`src/rtl/garage_pkg.sv`:
```
// Shared definitions for the garage gate decoder and the occupancy counter.
package garage_pkg;

  typedef enum logic [2:0] {
    IDLE,
    IN_A,
    IN_AB,
    IN_B,
    OUT_B,
    OUT_AB,
    OUT_A,
    WAIT_CLEAR
  } gate_state_t;

  localparam logic DIR_IN  = 1'b1;
  localparam logic DIR_OUT = 1'b0;

  localparam int GARAGE_CAPACITY = 50;

  // States in which a car is mid-passage and the state timer runs.
  function automatic logic is_passage(gate_state_t s);
    return (s != IDLE) && (s != WAIT_CLEAR);
  endfunction

endpackage

```
`src/rtl/sensor_debounce.sv`:
```
// Two-flop synchronizer followed by a debouncer: the filtered value flips only
// after the synchronized input has disagreed with it for DEBOUNCE_CYCLES cycles.
module sensor_debounce #(
  parameter int DEBOUNCE_CYCLES = 4
) (
  input  logic clk,
  input  logic reset,
  input  logic raw,
  output logic filtered
);

  localparam int CW = (DEBOUNCE_CYCLES > 1) ? $clog2(DEBOUNCE_CYCLES) : 1;
  localparam logic [CW-1:0] CNT_LAST = CW'(DEBOUNCE_CYCLES - 1);

  logic          sync_p0;
  logic          sync_p1;
  logic [CW-1:0] cnt;

  always_ff @(posedge clk) begin
    if (reset) begin
      sync_p0  <= 1'b0;
      sync_p1  <= 1'b0;
      filtered <= 1'b0;
      cnt      <= '0;
    end else begin
      sync_p0 <= raw;
      sync_p1 <= sync_p0;
      // Any cycle of agreement restarts the stability count.
      if (sync_p1 != filtered) begin
        if (cnt == CNT_LAST) begin
          filtered <= sync_p1;
          cnt      <= '0;
        end else begin
          cnt <= cnt + 1'b1;
        end
      end else begin
        cnt <= '0;
      end
    end
  end

endmodule

```
`src/rtl/garage_gate_decoder.sv`:
```
// Decodes the two gate beams into one registered count pulse per completed
// passage, with direction, full/empty refusal and illegal-sequence detection.
module garage_gate_decoder
  import garage_pkg::*;
#(
  parameter int DEBOUNCE_CYCLES = 4,
  parameter int TIMEOUT_CYCLES  = 1000
) (
  input  logic clk,
  input  logic reset,
  input  logic sensor_a,
  input  logic sensor_b,
  input  logic garage_full,
  input  logic garage_empty,
  output logic open_button,
  output logic car_in_out,
  output logic reject,
  output logic fault,
  output logic busy
);

  localparam int TW = (TIMEOUT_CYCLES > 2) ? $clog2(TIMEOUT_CYCLES) : 1;
  localparam logic [TW-1:0] TIMER_LAST = TW'(TIMEOUT_CYCLES - 1);

  logic        a;
  logic        b;
  logic [1:0]  ab;
  gate_state_t state;
  gate_state_t next_state;
  logic [TW-1:0] timer;
  logic        timeout;
  logic        open_nx;
  logic        reject_nx;
  logic        fault_nx;
  logic        dir_nx;

  sensor_debounce #(.DEBOUNCE_CYCLES(DEBOUNCE_CYCLES)) u_deb_a (
    .clk      (clk),
    .reset    (reset),
    .raw      (sensor_a),
    .filtered (a)
  );

  sensor_debounce #(.DEBOUNCE_CYCLES(DEBOUNCE_CYCLES)) u_deb_b (
    .clk      (clk),
    .reset    (reset),
    .raw      (sensor_b),
    .filtered (b)
  );

  assign ab      = {a, b};
  assign timeout = is_passage(state) && (timer == TIMER_LAST);

  // State, timer and all outputs are registered so every pulse is glitch-free.
  always_ff @(posedge clk) begin
    if (reset) begin
      state       <= IDLE;
      timer       <= '0;
      open_button <= 1'b0;
      reject      <= 1'b0;
      fault       <= 1'b0;
      car_in_out  <= 1'b0;
      busy        <= 1'b0;
    end else begin
      state       <= next_state;
      open_button <= open_nx;
      reject      <= reject_nx;
      fault       <= fault_nx;
      car_in_out  <= dir_nx;
      busy        <= (next_state != IDLE);
      if ((next_state != state) || !is_passage(next_state)) begin
        timer <= '0;
      end else begin
        timer <= timer + 1'b1;
      end
    end
  end

  always_comb begin
    next_state = state;
    if (timeout) begin
      next_state = WAIT_CLEAR;
    end else begin
      unique case (state)
        IDLE: begin
          case (ab)
            2'b10:   next_state = garage_full  ? WAIT_CLEAR : IN_A;
            2'b01:   next_state = garage_empty ? WAIT_CLEAR : OUT_B;
            2'b11:   next_state = WAIT_CLEAR;
            default: next_state = state;
          endcase
        end
        IN_A: begin
          case (ab)
            2'b11:   next_state = IN_AB;
            2'b00:   next_state = IDLE;
            2'b01:   next_state = WAIT_CLEAR;
            default: next_state = state;
          endcase
        end
        IN_AB: begin
          case (ab)
            2'b01:   next_state = IN_B;
            2'b10:   next_state = IN_A;
            2'b00:   next_state = IDLE;
            default: next_state = state;
          endcase
        end
        IN_B: begin
          case (ab)
            2'b00:   next_state = IDLE;
            2'b11:   next_state = IN_AB;
            2'b10:   next_state = WAIT_CLEAR;
            default: next_state = state;
          endcase
        end
        OUT_B: begin
          case (ab)
            2'b11:   next_state = OUT_AB;
            2'b00:   next_state = IDLE;
            2'b10:   next_state = WAIT_CLEAR;
            default: next_state = state;
          endcase
        end
        OUT_AB: begin
          case (ab)
            2'b10:   next_state = OUT_A;
            2'b01:   next_state = OUT_B;
            2'b00:   next_state = IDLE;
            default: next_state = state;
          endcase
        end
        OUT_A: begin
          case (ab)
            2'b00:   next_state = IDLE;
            2'b11:   next_state = OUT_AB;
            2'b01:   next_state = WAIT_CLEAR;
            default: next_state = state;
          endcase
        end
        WAIT_CLEAR: begin
          if (ab == 2'b00) next_state = IDLE;
        end
        default: next_state = IDLE;
      endcase
    end
  end

  // Pulses are derived from the transition taken, so at most one fires per cycle.
  always_comb begin
    open_nx   = 1'b0;
    reject_nx = 1'b0;
    fault_nx  = 1'b0;
    dir_nx    = car_in_out;
    if (timeout) begin
      fault_nx = 1'b1;
    end else if (state == IDLE) begin
      if (next_state == IN_A)  dir_nx = DIR_IN;
      if (next_state == OUT_B) dir_nx = DIR_OUT;
      if (next_state == WAIT_CLEAR) begin
        reject_nx = (ab != 2'b11);
        fault_nx  = (ab == 2'b11);
      end
    end else if (next_state != state) begin
      open_nx  = (next_state == IDLE) && ((state == IN_B) || (state == OUT_A));
      fault_nx = (next_state == WAIT_CLEAR) ||
                 ((next_state == IDLE) && ((state == IN_AB) || (state == OUT_AB)));
    end
  end

endmodule

```
`config.mk`:
```
export PLATFORM = sky130hd
export DESIGN_NAME = garage_gate_decoder
export DESIGN_NICKNAME = d
export VERILOG_FILES = /design/src/rtl/garage_pkg.sv /design/src/rtl/sensor_debounce.sv /design/src/rtl/garage_gate_decoder.sv
export SDC_FILE = /design/constraint.sdc
export NUM_CORES = 1
export LEC_CHECK = 0
export ABC_AREA = 1
export CAP_MARGIN = 25
export CORE_MARGIN = 1.5
export CORE_UTILIZATION = 63
export CTS_CLUSTER_SIZE = 40
export DETAILED_ROUTE_END_ITERATION = 12
export GPL_TIMING_DRIVEN = 0
export PLACE_DENSITY = 0.95
export SLEW_MARGIN = 5
export SYNTH_ARGS = -nofsm -noshare
export SYNTH_HDL_FRONTEND = slang
export SYNTH_HIERARCHICAL = 1
export SYNTH_SLANG_ARGS = --single-unit
```
`constraint.sdc`:
```
create_clock -name clk -period 3.5 [get_ports clk]
set_clock_uncertainty 0.2 [all_clocks]
set_input_delay 0.35 -clock clk [delete_from_list [all_inputs] [get_ports clk]]
set_output_delay 0.35 -clock clk [all_outputs]
set_load 0.05 [all_outputs]
```
Word level (Yosys, flattened, before mapping)
Cells that the tools add are included.
{"block": "word_totals", "regBits": 28, "out_inout_bits": 5, "wordCells": 88}
{"block": "op_classes", "n_addsub": 3, "eq_ne": 22, "mux": 18, "n_bitwise": 6, "n_reduce_logical": 24}
{"op": "case mux 3 bit (3 select lines)", "n": 7}
{"op": "case mux 3 bit (8 select lines)", "n": 1}
{"op": "equality test 3 bit (second input constant)", "n": 6}
{"op": "adder 10 x 1 -> 10 bit (second input constant)", "n": 1}
{"op": "equality test 10 bit (second input constant)", "n": 1}
{"op": "two-way mux 3 bit", "n": 3}
{"op": "equality test 2 bit (second input constant)", "n": 4}
{"op": "OR reduction 4 bit", "n": 2}
{"op": "equality test 3 x 1 -> 1 bit (second input constant)", "n": 2}
{"op": "equality test 3 x 2 -> 1 bit (second input constant)", "n": 2}
{"op": "zero test 3 bit", "n": 2}
{"op": "two-way mux 1 bit", "n": 6}
{"op": "inequality test 3 bit (second input constant)", "n": 2}
{"op": "NOT 1 bit", "n": 6}
{"op": "nonzero test 3 bit", "n": 2}
{"op": "OR reduction 3 bit", "n": 2}
{"op": "logical AND 1 bit", "n": 5}
{"op": "adder 2 x 1 -> 2 bit (second input constant)", "n": 2}
{"op": "logical OR 1 bit", "n": 4}
{"op": "AND reduction 2 bit", "n": 2}
{"op": "inequality test 3 bit", "n": 1}
{"op": "AND reduction 3 bit", "n": 1}
{"op": "equality test 2 x 1 -> 1 bit (second input constant)", "n": 1}
{"op": "zero test 2 bit", "n": 1}
{"op": "other kinds (6)", "n": 7}

Logic depth before layout (Yosys ltp)
Gate-level depths: netlist (run 1).
{"block": "logic_depth", "ltp_word": 10, "ltp_mapped": 15, "ltp_nobuf": 15}

Hierarchy
Netlist (run 1), hierarchy kept.
{"mod": "garage_gate_decoder", "instances": 1, "cells_each": 220, "area_each_um2": 1391.3, "seq_area_each_um2": 360.3}
{"mod": "sensor_debounce", "instances": 2, "cells_each": 23, "area_each_um2": 186.4, "seq_area_each_um2": 100.1}

Worst setup path before layout (run 1)
No wires, ideal clock.
{"block": "synth_timing", "kind": "register to register", "startpoint": "register u_deb_a.filtered", "endpoint": "register timer[3]", "setup_ns": 0.069, "arrival_ns": 2.069, "required_ns": 3.231, "setup_slack_ns": 1.162, "path_stages_with_launch": 13, "cell_sequence": "dfxtp_1 inv_1 ha_1 or2_2 nand2_1 nand3_1 nor2_2 nand2_2 nand2_1 nand2_1 nor2_2 nand4_4 a21oi_2"}
{"block": "synth_between", "elab_chain_cells": 9}
{"item": "start, declared", "line": "sensor_debounce.sv:9", "source": "output logic filtered"}
{"item": "start signal, assigned", "line": "sensor_debounce.sv:31", "source": "filtered <= sync_p1;"}
{"item": "equality test 2 x 1 -> 1 bit, or another cell as far along"}
{"item": "case mux 3 bit (3 select lines), or another cell as far along", "line": "garage_gate_decoder.sv:134", "source": "case (ab)"}
{"item": "case mux 3 bit (8 select lines) *", "line": "garage_gate_decoder.sv:84", "source": "unique case (state)"}
{"item": "two-way mux 3 bit *", "line": "garage_gate_decoder.sv:81", "source": "if (timeout) begin"}
{"item": "inequality test 3 bit or nonzero test 3 bit (tied branches)", "line": "garage_pkg.sv:22", "source": "return (s != IDLE) && (s != WAIT_CLEAR);"}
{"item": "logical AND 1 bit", "line": "garage_pkg.sv:22"}
{"item": "zero test 1 bit", "line": "garage_gate_decoder.sv:71", "source": "if ((next_state != state) || !is_passage(next_state)) begin"}
{"item": "logical OR 1 bit *", "line": "garage_gate_decoder.sv:71"}
{"item": "OR reduction 2 bit (no line) *"}
{"item": "end signal, assigned", "line": "garage_gate_decoder.sv:74", "source": "timer <= timer + 1'b1;"}
{"item": "end, declared", "line": "garage_gate_decoder.sv:30", "source": "logic [TW-1:0] timer;"}
Mark *: on every way between the ends. The rest lies on a longest branch, timed or not.
A chain may end at the register's enable or synchronous reset.

Final worst setup path (run 1)
{"block": "layout_timing", "startpoint": "register u_deb_a.filtered", "endpoint": "register timer[2]"}
Same word-level chain as after synthesis.

==> results of run 1 <==
## flip-flops by register name, indices dropped and copies added (netlist names)
signal / count
u_deb_b/sync_p0: 1
u_deb_b/sync_p1: 1
fault: 1
u_deb_a/sync_p1: 1
u_deb_a/sync_p0: 1
state: 3
u_deb_a/cnt: 2
busy: 1
u_deb_b/filtered: 1
timer: 10
open_button: 1
u_deb_a/filtered: 1
reject: 1
car_in_out: 1
u_deb_b/cnt: 2
## worst min-delay path: stages (launching register included)
cell and delay, ps:
dfxtp_1 320, inv_1 40, nor2_1 30
## cell type report
class,instances,area (um2),area share [%]
tap,31,38.8,1.98
sequential,28,561,28.7
buffer,2,18.8,0.960
multi-input combinational,198,1040,53.2
clock inverter,1,30.0,1.54
clock buffer,3,22.5,1.15
timing repair buffer,10,100,5.12
inverter,38,144,7.36
## layout by cell type, fill, tap and decap left out, drive strengths merged, types with 2 or more instances in the layout
cell type	Yosys	layout
or2	3	3
nand3b	2	2
nor3	4	4
dfxtp	28	28
nand2	67	67
o21ai	2	2
nand3	25	25
nor2	63	63
clkbuf	0	3
buf	2	2
ha	10	10
clkdlybuf4s50	0	10
xnor2	3	3
a21oi	11	11
nand4	6	6
inv	37	37
## power by group through the flow
| stage | Combinational (uW) | Sequential [uW] | Clock [uW] |
|---|---|---|---|
| floorplan | 5.05 | 330 | 0 |
| global placement | 13.8 | 330 | 0 |
| detailed placement | 14.4 | 330 | 0 |
| CTS | 14.5 | 323 | 212 |
| global route | 15.8 | 324 | 227 |
| finish | 14.6 | 323 | 211 |
## metrics by stage
| step | worst slack (ps) | area [um2] |
|---|---|---|
| detailed placement | 874 | 1900 |
| CTS | 813 | 1960 |
| floorplan | 1160 | 1760 |
| finish | 818 | 1960 |
| global placement | 930 | 1900 |
| global route | 657 | 1960 |
## how the worst min path moves through the flow
stage | start | endpoint | slack [ps] | depth (start not counted)
5_1_grt | u_deb_b/sync_p0$_SDFF_PP0_ | u_deb_b/sync_p1$_SDFF_PP0_ | 220 | 2
3_5_place_dp | u_deb_b/sync_p0$_SDFF_PP0_ | u_deb_b/sync_p1$_SDFF_PP0_ | 200 | 2
3_3_place_gp | u_deb_a/sync_p0$_SDFF_PP0_ | u_deb_a/sync_p1$_SDFF_PP0_ | 190 | 2
6_report | u_deb_b/sync_p0$_SDFF_PP0_ | u_deb_b/sync_p1$_SDFF_PP0_ | 210 | 2
2_1_floorplan | u_deb_a/sync_p0$_SDFF_PP0_ | u_deb_a/sync_p1$_SDFF_PP0_ | 190 | 2
4_1_cts | u_deb_b/sync_p0$_SDFF_PP0_ | u_deb_b/sync_p1$_SDFF_PP0_ | 210 | 2
## cells by family after synthesis
family | count (synthesis)
flip-flops | 28
adder cells (fa/ha/maj) | 10
AO/OA/AOI/OAI | 13
AND/OR/NAND/NOR | 172
XOR/XNOR | 3
buffers and inverters | 40
## layer usage
| layer | GRT usage (%) | wire length [um] |
|---|---|---|
| met5 | 0 | 0 |
| met4 | 6.80 | 25 |
| met3 | 5.12 | 146 |
| met2 | 43.2 | 1770 |
| met1 | 28.7 | 1570 |
==> out/metrics.yaml, run 1 <==
status:
  status: "completed"
clock_tree:
  cts.sinks: 28
  root_buffer: "clkbuf_4"
  h-tree-depth: 1
  cts_tree: "built"
  clk_latency_ps: 330
  numCtsBuffers: 3
  postCtsSetupBuffers: 0
  clock_path_buffers: 2
  cts_resized: 0
  postCtsHoldBufs: 0
  path_clk_slew_ps: 140
timing:
  finalHoldViolCount: 0
  tns_ps: 0
  rsz0062_at_grt: "no"
  max_slew_margin_pct: 54.7
  tightest_slew_ps: 677
  slew_violations: 0
  setup_violations: 0
  period_needed_ps: 2680
  fin_crit_sh_pct: 76.6
  timing.fmax_mhz: 373
  fin_hold_ws_ps: 213
drt:
  wl_um: 3510
  drt_first_iter_violations: 66
  drt_pre_antenna_iters: 4
  avgRoutedWirePerCell_um: 11.3
  drtAntennaViolNets: 0
  via_count: 1639
  vias_per_cell: 5.27
  drc: 0
global_route:
  grt_pass1_vias: 1429
  grt_remaining_overflow: 0
  grt_first_pass_wirelength_um: 6020
  grtUsageTotal_pct: 24.0
  antenna_found_initial: 0
  grt_max_degree: 17
floorplan:
  die_h_um: 55.9
  die_w_um: 55.9
  start_util_pct: 65.1
  die_area_um2: 3130
  core-area_um2: 2710
  row_count: 19
  pin_count: 11
critical_path:
  required_ps: 3570
  critPathBufInv: 1
  r2r_setup_slack_ps: 820
  critPathCaptureType: "flop"
  crit_chain: "inv_1 -> ha_1 -> or2_2 -> nand2_1 -> nand3_1 -> nor2_2 -> nand2_2 -> nand2_1 -> nand2_1 -> nor2_2 -> nand4_4 -> nor2_1"
  cp-startpoint: "u_deb_a/filtered$_SDFFE_PP0P_"
  crit_top_cell: "nand2_1"
  slowest_stage: "dfxtp_1"
  regToRegEndpoint: "timer[2]$_SDFF_PP0_"
  cp_max_fo: 10
  reg2reg_from: "u_deb_a/filtered$_SDFFE_PP0P_"
  cp.depth: 12
  arrival_ps: 2750
  cp_top_family: "simple AND/OR/NAND/NOR gates"
  cpPeakStageDelay_ps: 500
  endpoint: "timer[2]$_SDFF_PP0_"
  critPathLaunchType: "flop"
  critPathKind: "flop to flop"
  worst-r2r-cell-count: 12
pwr:
  power_frac_clock_pct: 38.4
  vdd_drop_max_uv: 347
  comb_power_share_pct: 2.7
  static-leakage-power_uw: 0.000873
  power_density_nw_per_um2: 280
  total_power_uw: 548
  power_switching_share_pct: 18.8
  p_switching_uw: 103
  p_seq_share_pct: 58.9
  p_int_uw: 445
place:
  hpwl_um: 2730
  gp_congestion: 0.970
  place_inst: 307
  io_buffers: 10
synthesis:
  synth_mux_area_share_pct: 0
  synth_top_cell_area_share_pct: 31.8
  synth_fa_ha_area_share_pct: 7.09
  synth_edf_count: 0
  synthesis.area_um2: 1760
  synth_top_family_by_area: "simple AND/OR/NAND/NOR gates"
  syn_area_per_cell_um2: 6.63
  synthTopCellsByArea: "dfxtp_1 32%, nand2_1 14%, nor2_1 12%, inv_1 7.4%, ha_1 7.1%"
  synth_flop_cell: "dfxtp_1"
  synth_simple_gate_area_share_pct: 45.0
  synth_compound_area_share_pct: 5.39
  synthTopCellsByCount: "64 x nand2_1, 55 x nor2_1, 35 x inv_1"
  yosys.area.top_type: "dfxtp_1"
  postSynth.asyncResetShare_pct: 0
  synth_seq_cells: 28
  synthXorXnorAreaFrac_pct: 1.49
  ys_types: 26
  syn_nets: 282
  synth_seq_area_share_pct: 31.8
  ys_warn_count: 6
  synthCells: 266
  yosysMostFrequentCell: "nand2_1"
final_layout:
  layout-drive-gt1-share_pct: 12.9
  instances_no_fill: 311
  fillers: 233
  diodes: 0
  area_delta_synth_final_pct: 10.9
  nets: 297
  fin_util_pct: 72.2
worst_hold_path:
  hold_path_class: "flop to flop"
job:
  drv_cap: 0
Note: power is estimated with default switching activity, not from simulation.
==> run 2: changes to the inputs <==
--- a/config.mk
+++ b/config.mk
@@ -8,11 +8,11 @@
 export ABC_AREA = 1
 export CAP_MARGIN = 25
 export CORE_MARGIN = 1.5
-export CORE_UTILIZATION = 63
+export CORE_UTILIZATION = 58
 export CTS_CLUSTER_SIZE = 40
 export DETAILED_ROUTE_END_ITERATION = 12
 export GPL_TIMING_DRIVEN = 0
-export PLACE_DENSITY = 0.95
+export PLACE_DENSITY = 0.89
 export SLEW_MARGIN = 5
 export SYNTH_ARGS = -nofsm -noshare
 export SYNTH_HDL_FRONTEND = slang
==> constraint.sdc (replaced) <==
create_clock -name clk -period 2.6 [get_ports clk]
set_clock_uncertainty 0.2 [all_clocks]
set_input_delay 0.26 -clock clk [delete_from_list [all_inputs] [get_ports clk]]
set_output_delay 0.26 -clock clk [all_outputs]
set_load 0.05 [all_outputs]
==> out/metrics.yaml, run 2 (synthesized netlist as in run 1, its figures left out) <==
pwr:
  total_power_uw: 735
  vdd_drop_max_uv: 337
  power_density_nw_per_um2: 363
  comb_power_share_pct: 2.7
  p_switching_uw: 138
  p_int_uw: 597
  power_frac_clock_pct: 38.5
  static-leakage-power_uw: 0.000900
  power_switching_share_pct: 18.8
  p_seq_share_pct: 58.9
timing:
  setup_violations: 0
  timing.final.ws_setup_ps: 127
  fin_crit_sh_pct: 95.1
  tightest_slew_ps: 631
  slew_violations: 0
  timing.fmax_mhz: 404
  fin_hold_ws_ps: 215
  max_slew_margin_pct: 57.8
  period_needed_ps: 2470
  finalHoldViolCount: 0
drt:
  via_count: 1681
  drtAntennaViolNets: 0
  avgRoutedWirePerCell_um: 11.8
  drc: 0
  vias_per_cell: 5.34
  wl_um: 3720
  drt_pre_antenna_iters: 6
  drt_first_iter_violations: 130
clock_tree:
  cts_tree: "built"
  path_clk_slew_ps: 140
  clk_latency_ps: 340
  postCtsHoldBufs: 0
  numCtsBuffers: 3
  clock_path_buffers: 2
  root_buffer: "clkbuf_4"
  h-tree-depth: 1
  cts.sinks: 28
place:
  place_ws_ps: -2.99
  dpl_cell_area_um2: 1900
  hpwl_um: 2670
  io_buffers: 10
  gp_congestion: 0.947
floorplan:
  die_w_um: 58.2
  start_util_pct: 62.4
  die_h_um: 58.2
  row_count: 19
  pin_count: 11
  die_area_um2: 3380
  core-area_um2: 2830
worst_hold_path:
  hold_path_class: "flop to flop"
final_layout:
  largest_register_ffs: 10
  diodes: 0
  nets: 301
  final_common_cell: "nand2_1"
  top_regs: "timer (10), state (3)"
  fillers: 227
  area_delta_synth_final_pct: 14.6
  layout-drive-gt1-share_pct: 14.8
  final_cell_area_um2: 2020
  most-common-layout-cells: "64 x nand2_1, 55 x nor2_1, 35 x inv_1"
  largest_register: "timer"
status:
  status: "completed"
global_route:
  grt_pass1_vias: 1402
  grt_max_degree: 17
  grt_remaining_overflow: 0
  antenna_found_initial: 0
  grtUsageTotal_pct: 21.9
  grt_first_pass_wirelength_um: 5780
critical_path:
  critPathLaunchType: "flop"
  critPathKind: "flop to flop"
  critPathCaptureType: "flop"
  arrival_ps: 2560
  cp_max_fo: 5
  required_ps: 2690
  r2r_setup_slack_ps: 130
job:
  drv_cap: 0
## run 2: cell count changes in the layout (fill, tap and decap cells not counted), sizes merged
| cell | change |
|---|---|
| buf | +3 |
| nand4 | +1 |
## run 2: final timing paths
kind                                                    start                          to  depth (start not counted)
worst min register to register     u_deb_a/sync_p0$_SDFF_PP0_  u_deb_a/sync_p1$_SDFF_PP0_                          2
worst max-delay path            u_deb_b/filtered$_SDFFE_PP0P_         timer[5]$_SDFF_PP0_                         12
worst max register to register  u_deb_b/filtered$_SDFFE_PP0P_         timer[5]$_SDFF_PP0_                         12
worst min-delay path               u_deb_a/sync_p0$_SDFF_PP0_  u_deb_a/sync_p1$_SDFF_PP0_                          2
## run 2: per-layer routing
layer / global-route usage (%) / up-vias / wire (um)
met4: 6.31 / 0 / 55
met5: 0 / - / 0
met2: 36.5 / 76 / 1760
li1: - / 862 / -
met1: 29.0 / 734 / 1630
met3: 4.02 / 9 / 273
## run 2: power by group through the flow
stage | combinational [uW] | sequential, uW | clock [uW]
final | 19.5 | 433 | 283
after global placement | 18.4 | 444 | 0
after detailed placement | 19.8 | 444 | 0
after CTS | 19.8 | 435 | 292
after global routing | 21.9 | 434 | 303
after floorplan | 6.79 | 444 | 0
## run 2: stage by stage
| stage | TNS [ps] | std cells | util (%) |
|---|---|---|---|
| after global placement | -28.4 | 307 | 67.3 |
| final | 0 | 315 | 71.5 |
| after detailed placement | -2.99 | 307 | 67.3 |
| after CTS | 0 | 311 | 69.2 |
| after global routing | -58.2 | 315 | 71.5 |
| after floorplan | 0 | 266 | - |
## run 2: final cells by class
class | count | area [um2] | share of cell area, %
Multi-Input combinational cell | 199 | 1080 | 53.3
Sequential cell | 28 | 568 | 28.1
Inverter | 38 | 144 | 7.12
Timing Repair Buffer | 13 | 123 | 6.06
Tap cell | 31 | 38.8 | 1.92
Clock inverter | 1 | 30.0 | 1.49
Clock buffer | 3 | 22.5 | 1.11
Buffer | 2 | 18.8 | 0.928
## run 2: critical path: stages, from the launching register on
cell	delay, ps
dfxtp_4	400
inv_1	80
ha_1	300
or2_2	300
nand2_1	70
nand3_1	110
nor2_4	160
nand2_2	120
nand2_1	100
nand2_1	100
nor2_4	170
nand4_4	170
a21oi_2	140
## run 2: what timing repair did
action,4_1_cts,5_1_grt
gates resized for setup,2,6
setup buffers,0,3
cloned,0,1
pin swaps,0,2
endpoints found under the setup margin,10,11
